### src/rtl/driver_vector_pacer_if.sv
// Vector bus seen by the pacer: read side of the upstream vector FIFO plus the
// registered vector/strobe pair consumed by the downstream trace-buffer writer.
interface driver_vector_pacer_if #(
    parameter int VECTOR_DATA_WIDTH = 192
);
    logic                         fifo_empty;
    logic [VECTOR_DATA_WIDTH-1:0] fifo_dout;
    logic                         fifo_rd_en;
    logic [VECTOR_DATA_WIDTH-1:0] vctr_fifo_data_out;
    logic                         rd_en_100ns;

    // Pacer side: consumes the FIFO, drives the trace writer.
    modport master (
        input  fifo_empty,
        input  fifo_dout,
        output fifo_rd_en,
        output vctr_fifo_data_out,
        output rd_en_100ns
    );

    // Environment side: the FIFO and the trace writer.
    modport slave (
        output fifo_empty,
        output fifo_dout,
        input  fifo_rd_en,
        input  vctr_fifo_data_out,
        input  rd_en_100ns
    );
endinterface

### src/rtl/driver_vector_pacer.sv
// Pops one vector per TICK_DIV-cycle tick and presents it registered with a one-cycle strobe.
// Build option: define DRIVER_PACER_HOLD_ON_UNDERFLOW_EN to re-strobe the held vector on underflow ticks.
module driver_vector_pacer #(
    parameter int VECTOR_DATA_WIDTH = 192,
    parameter int TICK_DIV          = 10,
    parameter int UFLOW_CNT_WIDTH   = 16
) (
    input  logic                       clk,
    input  logic                       rstn,
    input  logic                       ctrl_start,
    input  logic [31:0]                ctrl_vector_count,
    driver_vector_pacer_if.master      vbus,
    output logic                       busy,
    output logic                       done,
    output logic [31:0]                vectors_sent,
    output logic [UFLOW_CNT_WIDTH-1:0] underflow_cnt
);

    localparam int TICK_W = (TICK_DIV > 1) ? $clog2(TICK_DIV) : 1;
    localparam logic [TICK_W-1:0] TICK_LAST = TICK_W'(TICK_DIV - 1);

`ifdef DRIVER_PACER_HOLD_ON_UNDERFLOW_EN
    localparam bit HOLD_EN = 1'b1;
`else
    localparam bit HOLD_EN = 1'b0;
`endif

    typedef enum logic [1:0] {
        S_IDLE  = 2'd0,
        S_RUN   = 2'd1,
        S_DRAIN = 2'd2,
        S_DONE  = 2'd3
    } state_t;

    function automatic logic [UFLOW_CNT_WIDTH-1:0] sat_inc(
        input logic [UFLOW_CNT_WIDTH-1:0] v
    );
        return (&v) ? v : v + 1'b1;
    endfunction

    state_t state_q, state_d;
    logic   stop_by_cnt_q, stop_by_cnt_d;

    logic [TICK_W-1:0]            tick_cnt_q, tick_cnt_d;
    logic [31:0]                  issued_q, issued_d;
    logic [31:0]                  vectors_sent_q, vectors_sent_d;
    logic [UFLOW_CNT_WIDTH-1:0]   uflow_q, uflow_d;
    logic [VECTOR_DATA_WIDTH-1:0] data_q, data_d;

    logic pop_p1_q, pop_p1_d;
    logic hold_p1_q, hold_p1_d;
    logic pop_p2_q, pop_p2_d;
    logic hold_p2_q, hold_p2_d;
    logic stb_p3_q, stb_p3_d;

    logic is_tick;
    logic cnt_reached;
    logic stop_req;
    logic tick_go;
    logic pop_go;
    logic uflow_go;
    logic in_flight;
    logic start_clear;

    // A stop seen on a tick cycle wins: that tick neither pops nor counts an underflow.
    always_comb begin
        is_tick     = (state_q == S_RUN) && (tick_cnt_q == TICK_LAST);
        cnt_reached = (ctrl_vector_count != 32'd0) && (issued_q == ctrl_vector_count);
        stop_req    = (state_q == S_RUN) && (!ctrl_start || cnt_reached);
        tick_go     = is_tick && !stop_req;
        pop_go      = tick_go && !vbus.fifo_empty;
        uflow_go    = tick_go && vbus.fifo_empty;
        in_flight   = pop_p1_q | hold_p1_q | pop_p2_q | hold_p2_q | stb_p3_q;
    end

    always_comb begin
        state_d       = state_q;
        stop_by_cnt_d = stop_by_cnt_q;
        start_clear   = 1'b0;
        unique case (state_q)
            S_IDLE: begin
                if (ctrl_start) begin
                    state_d     = S_RUN;
                    start_clear = 1'b1;
                end
            end
            S_RUN: begin
                if (stop_req) begin
                    state_d       = S_DRAIN;
                    // Dropping ctrl_start is treated as an abort even if the count was also met.
                    stop_by_cnt_d = ctrl_start;
                end
            end
            S_DRAIN: begin
                if (!in_flight) begin
                    state_d = stop_by_cnt_q ? S_DONE : S_IDLE;
                end
            end
            S_DONE: begin
                if (!ctrl_start) begin
                    state_d = S_IDLE;
                end
            end
            default: state_d = S_IDLE;
        endcase
    end

    always_ff @(posedge clk or negedge rstn) begin
        if (!rstn) begin
            state_q       <= S_IDLE;
            stop_by_cnt_q <= 1'b0;
        end else begin
            state_q       <= state_d;
            stop_by_cnt_q <= stop_by_cnt_d;
        end
    end

    always_comb begin
        tick_cnt_d = '0;
        if ((state_q == S_RUN) && !stop_req) begin
            tick_cnt_d = is_tick ? '0 : tick_cnt_q + 1'b1;
        end

        issued_d = issued_q;
        if (start_clear) begin
            issued_d = '0;
        end else if (pop_go) begin
            issued_d = issued_q + 32'd1;
        end

        uflow_d = uflow_q;
        if (start_clear) begin
            uflow_d = '0;
        end else if (uflow_go) begin
            uflow_d = sat_inc(uflow_q);
        end

        vectors_sent_d = vectors_sent_q;
        if (start_clear) begin
            vectors_sent_d = '0;
        end else if (stb_p3_q) begin
            vectors_sent_d = vectors_sent_q + 32'd1;
        end

        // Stage p1: FIFO pop (or empty slot for a held re-emit).
        pop_p1_d  = pop_go;
        hold_p1_d = HOLD_EN && uflow_go;
        // Stage p2: FIFO read data is valid this cycle and is captured at its end.
        pop_p2_d  = pop_p1_q;
        hold_p2_d = hold_p1_q;
        // Stage p3: registered vector is on the bus, strobe the writer.
        stb_p3_d  = pop_p2_q | hold_p2_q;

        data_d = data_q;
        if (pop_p2_q) begin
            data_d = vbus.fifo_dout;
        end else if (HOLD_EN && start_clear) begin
            data_d = '0;
        end
    end

    always_ff @(posedge clk or negedge rstn) begin
        if (!rstn) begin
            tick_cnt_q     <= '0;
            issued_q       <= '0;
            uflow_q        <= '0;
            vectors_sent_q <= '0;
            pop_p1_q       <= 1'b0;
            hold_p1_q      <= 1'b0;
            pop_p2_q       <= 1'b0;
            hold_p2_q      <= 1'b0;
            stb_p3_q       <= 1'b0;
            data_q         <= '0;
        end else begin
            tick_cnt_q     <= tick_cnt_d;
            issued_q       <= issued_d;
            uflow_q        <= uflow_d;
            vectors_sent_q <= vectors_sent_d;
            pop_p1_q       <= pop_p1_d;
            hold_p1_q      <= hold_p1_d;
            pop_p2_q       <= pop_p2_d;
            hold_p2_q      <= hold_p2_d;
            stb_p3_q       <= stb_p3_d;
            data_q         <= data_d;
        end
    end

    assign vbus.fifo_rd_en         = pop_p1_q;
    assign vbus.vctr_fifo_data_out = data_q;
    assign vbus.rd_en_100ns        = stb_p3_q;

    assign busy          = (state_q == S_RUN) || (state_q == S_DRAIN);
    assign done          = (state_q == S_DONE);
    assign vectors_sent  = vectors_sent_q;
    assign underflow_cnt = uflow_q;

endmodule

### src/flat_wrapper.sv
// flat-port wrapper written by rule: the top's interface ports become plain ports
module driver_vector_pacer_flat 
#(
    parameter int VECTOR_DATA_WIDTH = 192,
    parameter int TICK_DIV          = 10,
    parameter int UFLOW_CNT_WIDTH   = 16
)
  (clk, rstn, ctrl_start, ctrl_vector_count, busy, done, vectors_sent, underflow_cnt, vbus_fifo_empty, vbus_fifo_dout, vbus_fifo_rd_en, vbus_vctr_fifo_data_out, vbus_rd_en_100ns);
  driver_vector_pacer_if #(.VECTOR_DATA_WIDTH(VECTOR_DATA_WIDTH)) vbus_i ();
  input  logic clk;
  input  logic rstn;
  input  logic ctrl_start;
  input  logic [31:0] ctrl_vector_count;
  output logic busy;
  output logic done;
  output logic [31:0] vectors_sent;
  output logic [UFLOW_CNT_WIDTH-1:0] underflow_cnt;
  input wire logic [$bits(vbus_i.fifo_empty)-1:0] vbus_fifo_empty;
  input wire logic [$bits(vbus_i.fifo_dout)-1:0] vbus_fifo_dout;
  output wire logic [$bits(vbus_i.fifo_rd_en)-1:0] vbus_fifo_rd_en;
  output wire logic [$bits(vbus_i.vctr_fifo_data_out)-1:0] vbus_vctr_fifo_data_out;
  output wire logic [$bits(vbus_i.rd_en_100ns)-1:0] vbus_rd_en_100ns;
  assign vbus_i.fifo_empty = vbus_fifo_empty;
  assign vbus_i.fifo_dout = vbus_fifo_dout;
  assign vbus_fifo_rd_en = vbus_i.fifo_rd_en;
  assign vbus_vctr_fifo_data_out = vbus_i.vctr_fifo_data_out;
  assign vbus_rd_en_100ns = vbus_i.rd_en_100ns;
  driver_vector_pacer #(.VECTOR_DATA_WIDTH(VECTOR_DATA_WIDTH), .TICK_DIV(TICK_DIV), .UFLOW_CNT_WIDTH(UFLOW_CNT_WIDTH)) u_core (.clk(clk), .rstn(rstn), .ctrl_start(ctrl_start), .ctrl_vector_count(ctrl_vector_count), .vbus(vbus_i), .busy(busy), .done(done), .vectors_sent(vectors_sent), .underflow_cnt(underflow_cnt));
endmodule
### config.mk
export PLATFORM = sky130hd
export DESIGN_NAME = driver_vector_pacer_flat
export DESIGN_NICKNAME = d
export VERILOG_FILES = /design/src/rtl/driver_vector_pacer_if.sv /design/src/rtl/driver_vector_pacer.sv /design/src/flat_wrapper.sv
export SDC_FILE = /design/constraint.sdc
export NUM_CORES = 1
export LEC_CHECK = 0
export CAP_MARGIN = 20
export CORE_AREA = 2 2 182 184
export DETAILED_ROUTE_END_ITERATION = 8
export DIE_AREA = 0 0 184 186
export GPL_TIMING_DRIVEN = 0
export PLACE_DENSITY = 0.73
export REMOVE_ABC_BUFFERS = 1
export SYNTH_ARGS = -nofsm -noshare
export SYNTH_HDL_FRONTEND = slang
export SYNTH_SLANG_ARGS = --single-unit
### constraint.sdc
create_clock -name clk -period 2.4 [get_ports clk]
set_clock_uncertainty 0.1 [all_clocks]
set_input_delay 0.6 -clock clk [delete_from_list [all_inputs] [get_ports clk]]
set_output_delay 0.6 -clock clk [all_outputs]
set_load 0.1 [all_outputs]
==> results.cfg <==
[setup_path]
start_kind = register
path_class = reg -> reg
critPathCaptureType = register
timing.rr.start = u_core.issued_q[31]
worstPathRequired_ns = 2.69
r2r_cells = 10
crit_end = u_core.underflow_cnt[4]
r2r-end = u_core.underflow_cnt[4]
worstPathMaxFanout = 5
reg2reg_slack_ns = -0.12
critPathLaunch = u_core.issued_q[31]
cp.arrival_ns = 2.81

[pwr]
switching_share = 0.2415
p_clk_frac = 0.450
leakagePower_nw = 8.757
p_seq_frac = 0.444
power.internal_mw = 8.224
p_sw_mw = 2.619
pwr-share-comb = 0.107
ir_drop_mv = 0.5718
cellPowerDensity_nw_per_um2 = 574.9

[timing]
fin_ws_ns = -0.1182
min_period_ns = 2.518
tns_ns = -1.119
finalHoldViolCount = 0
final-setup-viol-count = 20
slew_violations = 0
worst_pin_slew_ns = 0.9549
slew-limit-headroom = 0.3659
fmax_ghz = 0.3971
rsz0062_at_grt = yes
period_share = 1.049

[hold_path]
hp-class = in -> async

[placed_design]
hpwl_mm = 26.64
gp_congestion = 0.8589
io_buffers = 471
post_dp_cell_area_um2 = 17230

[global_route]
grt.total_usage = 0.2044
grt_antenna_before_repair = 7
overflow = 0
grt_pass1_vias = 9577
grt_max_degree = 97
grt_pass1_wl_mm = 54.05

[yosys]
yosysSeqAreaShare = 0.5891
async_reset_ff_frac = 1.000
synth_flop_cell = dfrtp_1
synth_edf_count = 0
syn-cell-area_um2 = 11980
syn_inst = 927
post_synth_num_cell_types = 51
avgSynthCellArea_um2 = 12.92
synth-seq-cells = 282
ys_warn_count = 0

[die]
rows = 66
ios = 472
dieWidth_um = 184
die_h_um = 186
initial_utilization = 0.3720
core_um2 = 32210
dieArea_um2 = 34220

[routing]
firstDrtPassIters = 4
viasPerCell = 5.005
ant_nets = 0
route.detailed.drc = 0
vias = 9384
drt-total-wl_mm = 36.48
wire_per_inst_um = 19.46
drt-initial-drc-count = 421

[cts]
clkTransAtPathRegs_ns = 0.06
cts_buffers = 34
worstSkewPairLatency_ns = 0.49
clockBufferDepth = 3
cts.htree.levels = 2
cts_tree = yes
clkSinkCount = 282
hold_buffers = 0
cts_root_buffer = clkbuf_16

[run_status]
status = complete, but fails checks
violations = setup timing

[run]
maxCapViolations = 0

[finish]
finalCoreUtilization = 0.5856
drive_above_1_share = 0.4078
synthToLayoutAreaGrowth_pct = 57.45
fin_nets = 1685
layout_commonest_cell = dfrtp_1
final_cell_mix = dfrtp_1, clkdlybuf4s50_1, mux2_2
stdcell_area_um2 = 18860
critical path, cell delays in order (launching register included):
cell and delay (ns):
dfrtp_1 0.40, xor2_2 0.16, nor4_2 0.31, nand4_1 0.19, buf_4 0.19, or3_4 0.44
nand4_1 0.20, buf_6 0.16, buf_6 0.10, o211ai_1 0.07, o31ai_1 0.09
area by class of cell:
type | count | area [µm²]
fillers | 2609 | 13350
flip-flops and latches | 282 | 7074
repair buffers | 518 | 5141
multi-input cells | 595 | 5015
clock buffers | 41 | 928.4
well taps | 408 | 510.5
clock inverters | 11 | 113.9
inverters | 16 | 62.56
repair inverters | 1 | 7.507
diodes | 3 | 7.507
cells in the mapped netlist, types with 2 or more instances:
cell type | number | area, µm²
o31ai_1 | 3 | 22.52
nor2_1 | 73 | 274.0
and2_1 | 6 | 37.54
mux2_2 | 192 | 2162
dfrtp_1 | 282 | 7057
nor3_1 | 7 | 35.03
nand2b_1 | 4 | 25.02
or3_1 | 14 | 87.58
nand3_1 | 31 | 155.2
and3_1 | 11 | 68.82
inv_1 | 15 | 56.30
o211ai_1 | 4 | 30.03
xor2_1 | 65 | 569.3
nor4b_2 | 2 | 30.03
nand4_1 | 20 | 125.1
ha_1 | 9 | 112.6
mux2i_1 | 7 | 70.07
nor4_1 | 23 | 143.9
nand2_1 | 39 | 146.4
o21ai_0 | 13 | 65.06
clkbuf_1 | 29 | 108.9
buf_2 | 4 | 20.02
and4_1 | 6 | 52.55
xnor2_1 | 21 | 183.9
a21oi_1 | 18 | 90.09
or4_1 | 3 | 22.52
or2_1 | 2 | 12.51
flip-flops by register name (all words and copies together) (netlist names):
name                            count
u_core.vbus.vctr_fifo_data_out    192
u_core.issued_q                    32
u_core.vectors_sent                32
u_core.underflow_cnt               16
u_core.tick_cnt_q                   4
u_core.state_q                      2
u_core.pop_p2_q                     1
u_core.stop_by_cnt_q                1
u_core.vbus.fifo_rd_en              1
u_core.vbus.rd_en_100ns             1
repair_timing:
action,4_1_cts,5_1_grt
cloned,2,1
gates resized for setup,734,114
pin swaps,23,24
buffers inserted,14,27
endpoints found under the setup margin,302,118
layer usage:
metal / share of wire / up-vias / global-route usage
met5: 0.00090 / - / 0
met4: 0.028 / 6 / 0.06080
met3: 0.093 / 73 / 0.08237
met2: 0.52 / 323 / 0.3618
met1: 0.36 / 4674 / 0.2257
li1: - / 4308 / -
how the worst min path moves through the flow:
stage	end	from	depth (start not counted)	slack (ns)
2_1_floorplan	u_core.issued_q[0]	rstn	0	0.20
3_3_place_gp	u_core.pop_p2_q	u_core.vbus.fifo_rd_en	0	0.30
3_5_place_dp	u_core.pop_p2_q	u_core.vbus.fifo_rd_en	0	0.31
4_1_cts	u_core.issued_q[29]	rstn	1	0.04
5_1_grt	u_core.issued_q[31]	rstn	1	0.08
6_report	u_core.issued_q[31]	rstn	1	0.02
power by group through the flow:
stage / Clock, mW / Sequential (mW) / Combinational [mW]
2_1_floorplan: 0 / 4.89 / 0.468
3_3_place_gp: 0 / 4.89 / 1.08
3_5_place_dp: 0 / 4.89 / 1.13
4_1_cts: 5.01 / 4.80 / 1.12
5_1_grt: 5.21 / 4.81 / 1.24
6_report: 4.87 / 4.81 / 1.16
stage by stage:
stage,power (mW),hold WS (ns),worst slack [ns],cells
after global placement,5.969,0.3021,-12.04,1771
after detailed placement,6.022,0.3141,-1.308,1777
after CTS,10.93,0.04484,-0.09787,1845
after floorplan,5.357,0.2044,-2.760,892
after global routing,11.27,0.07503,-0.2215,1872
final,10.84,0.01730,-0.1182,1875
cell families after synthesis:
group / count (synthesis) / synth area share
compound gates: 47 / 0.02434
xor+xnor: 86 / 0.06288
fa+ha+maj: 9 / 0.009401
buf+inv: 51 / 0.01702
flops: 282 / 0.5891
mux: 200 / 0.1873
simple gates: 252 / 0.1100
(Power assumes the default switching activity.)
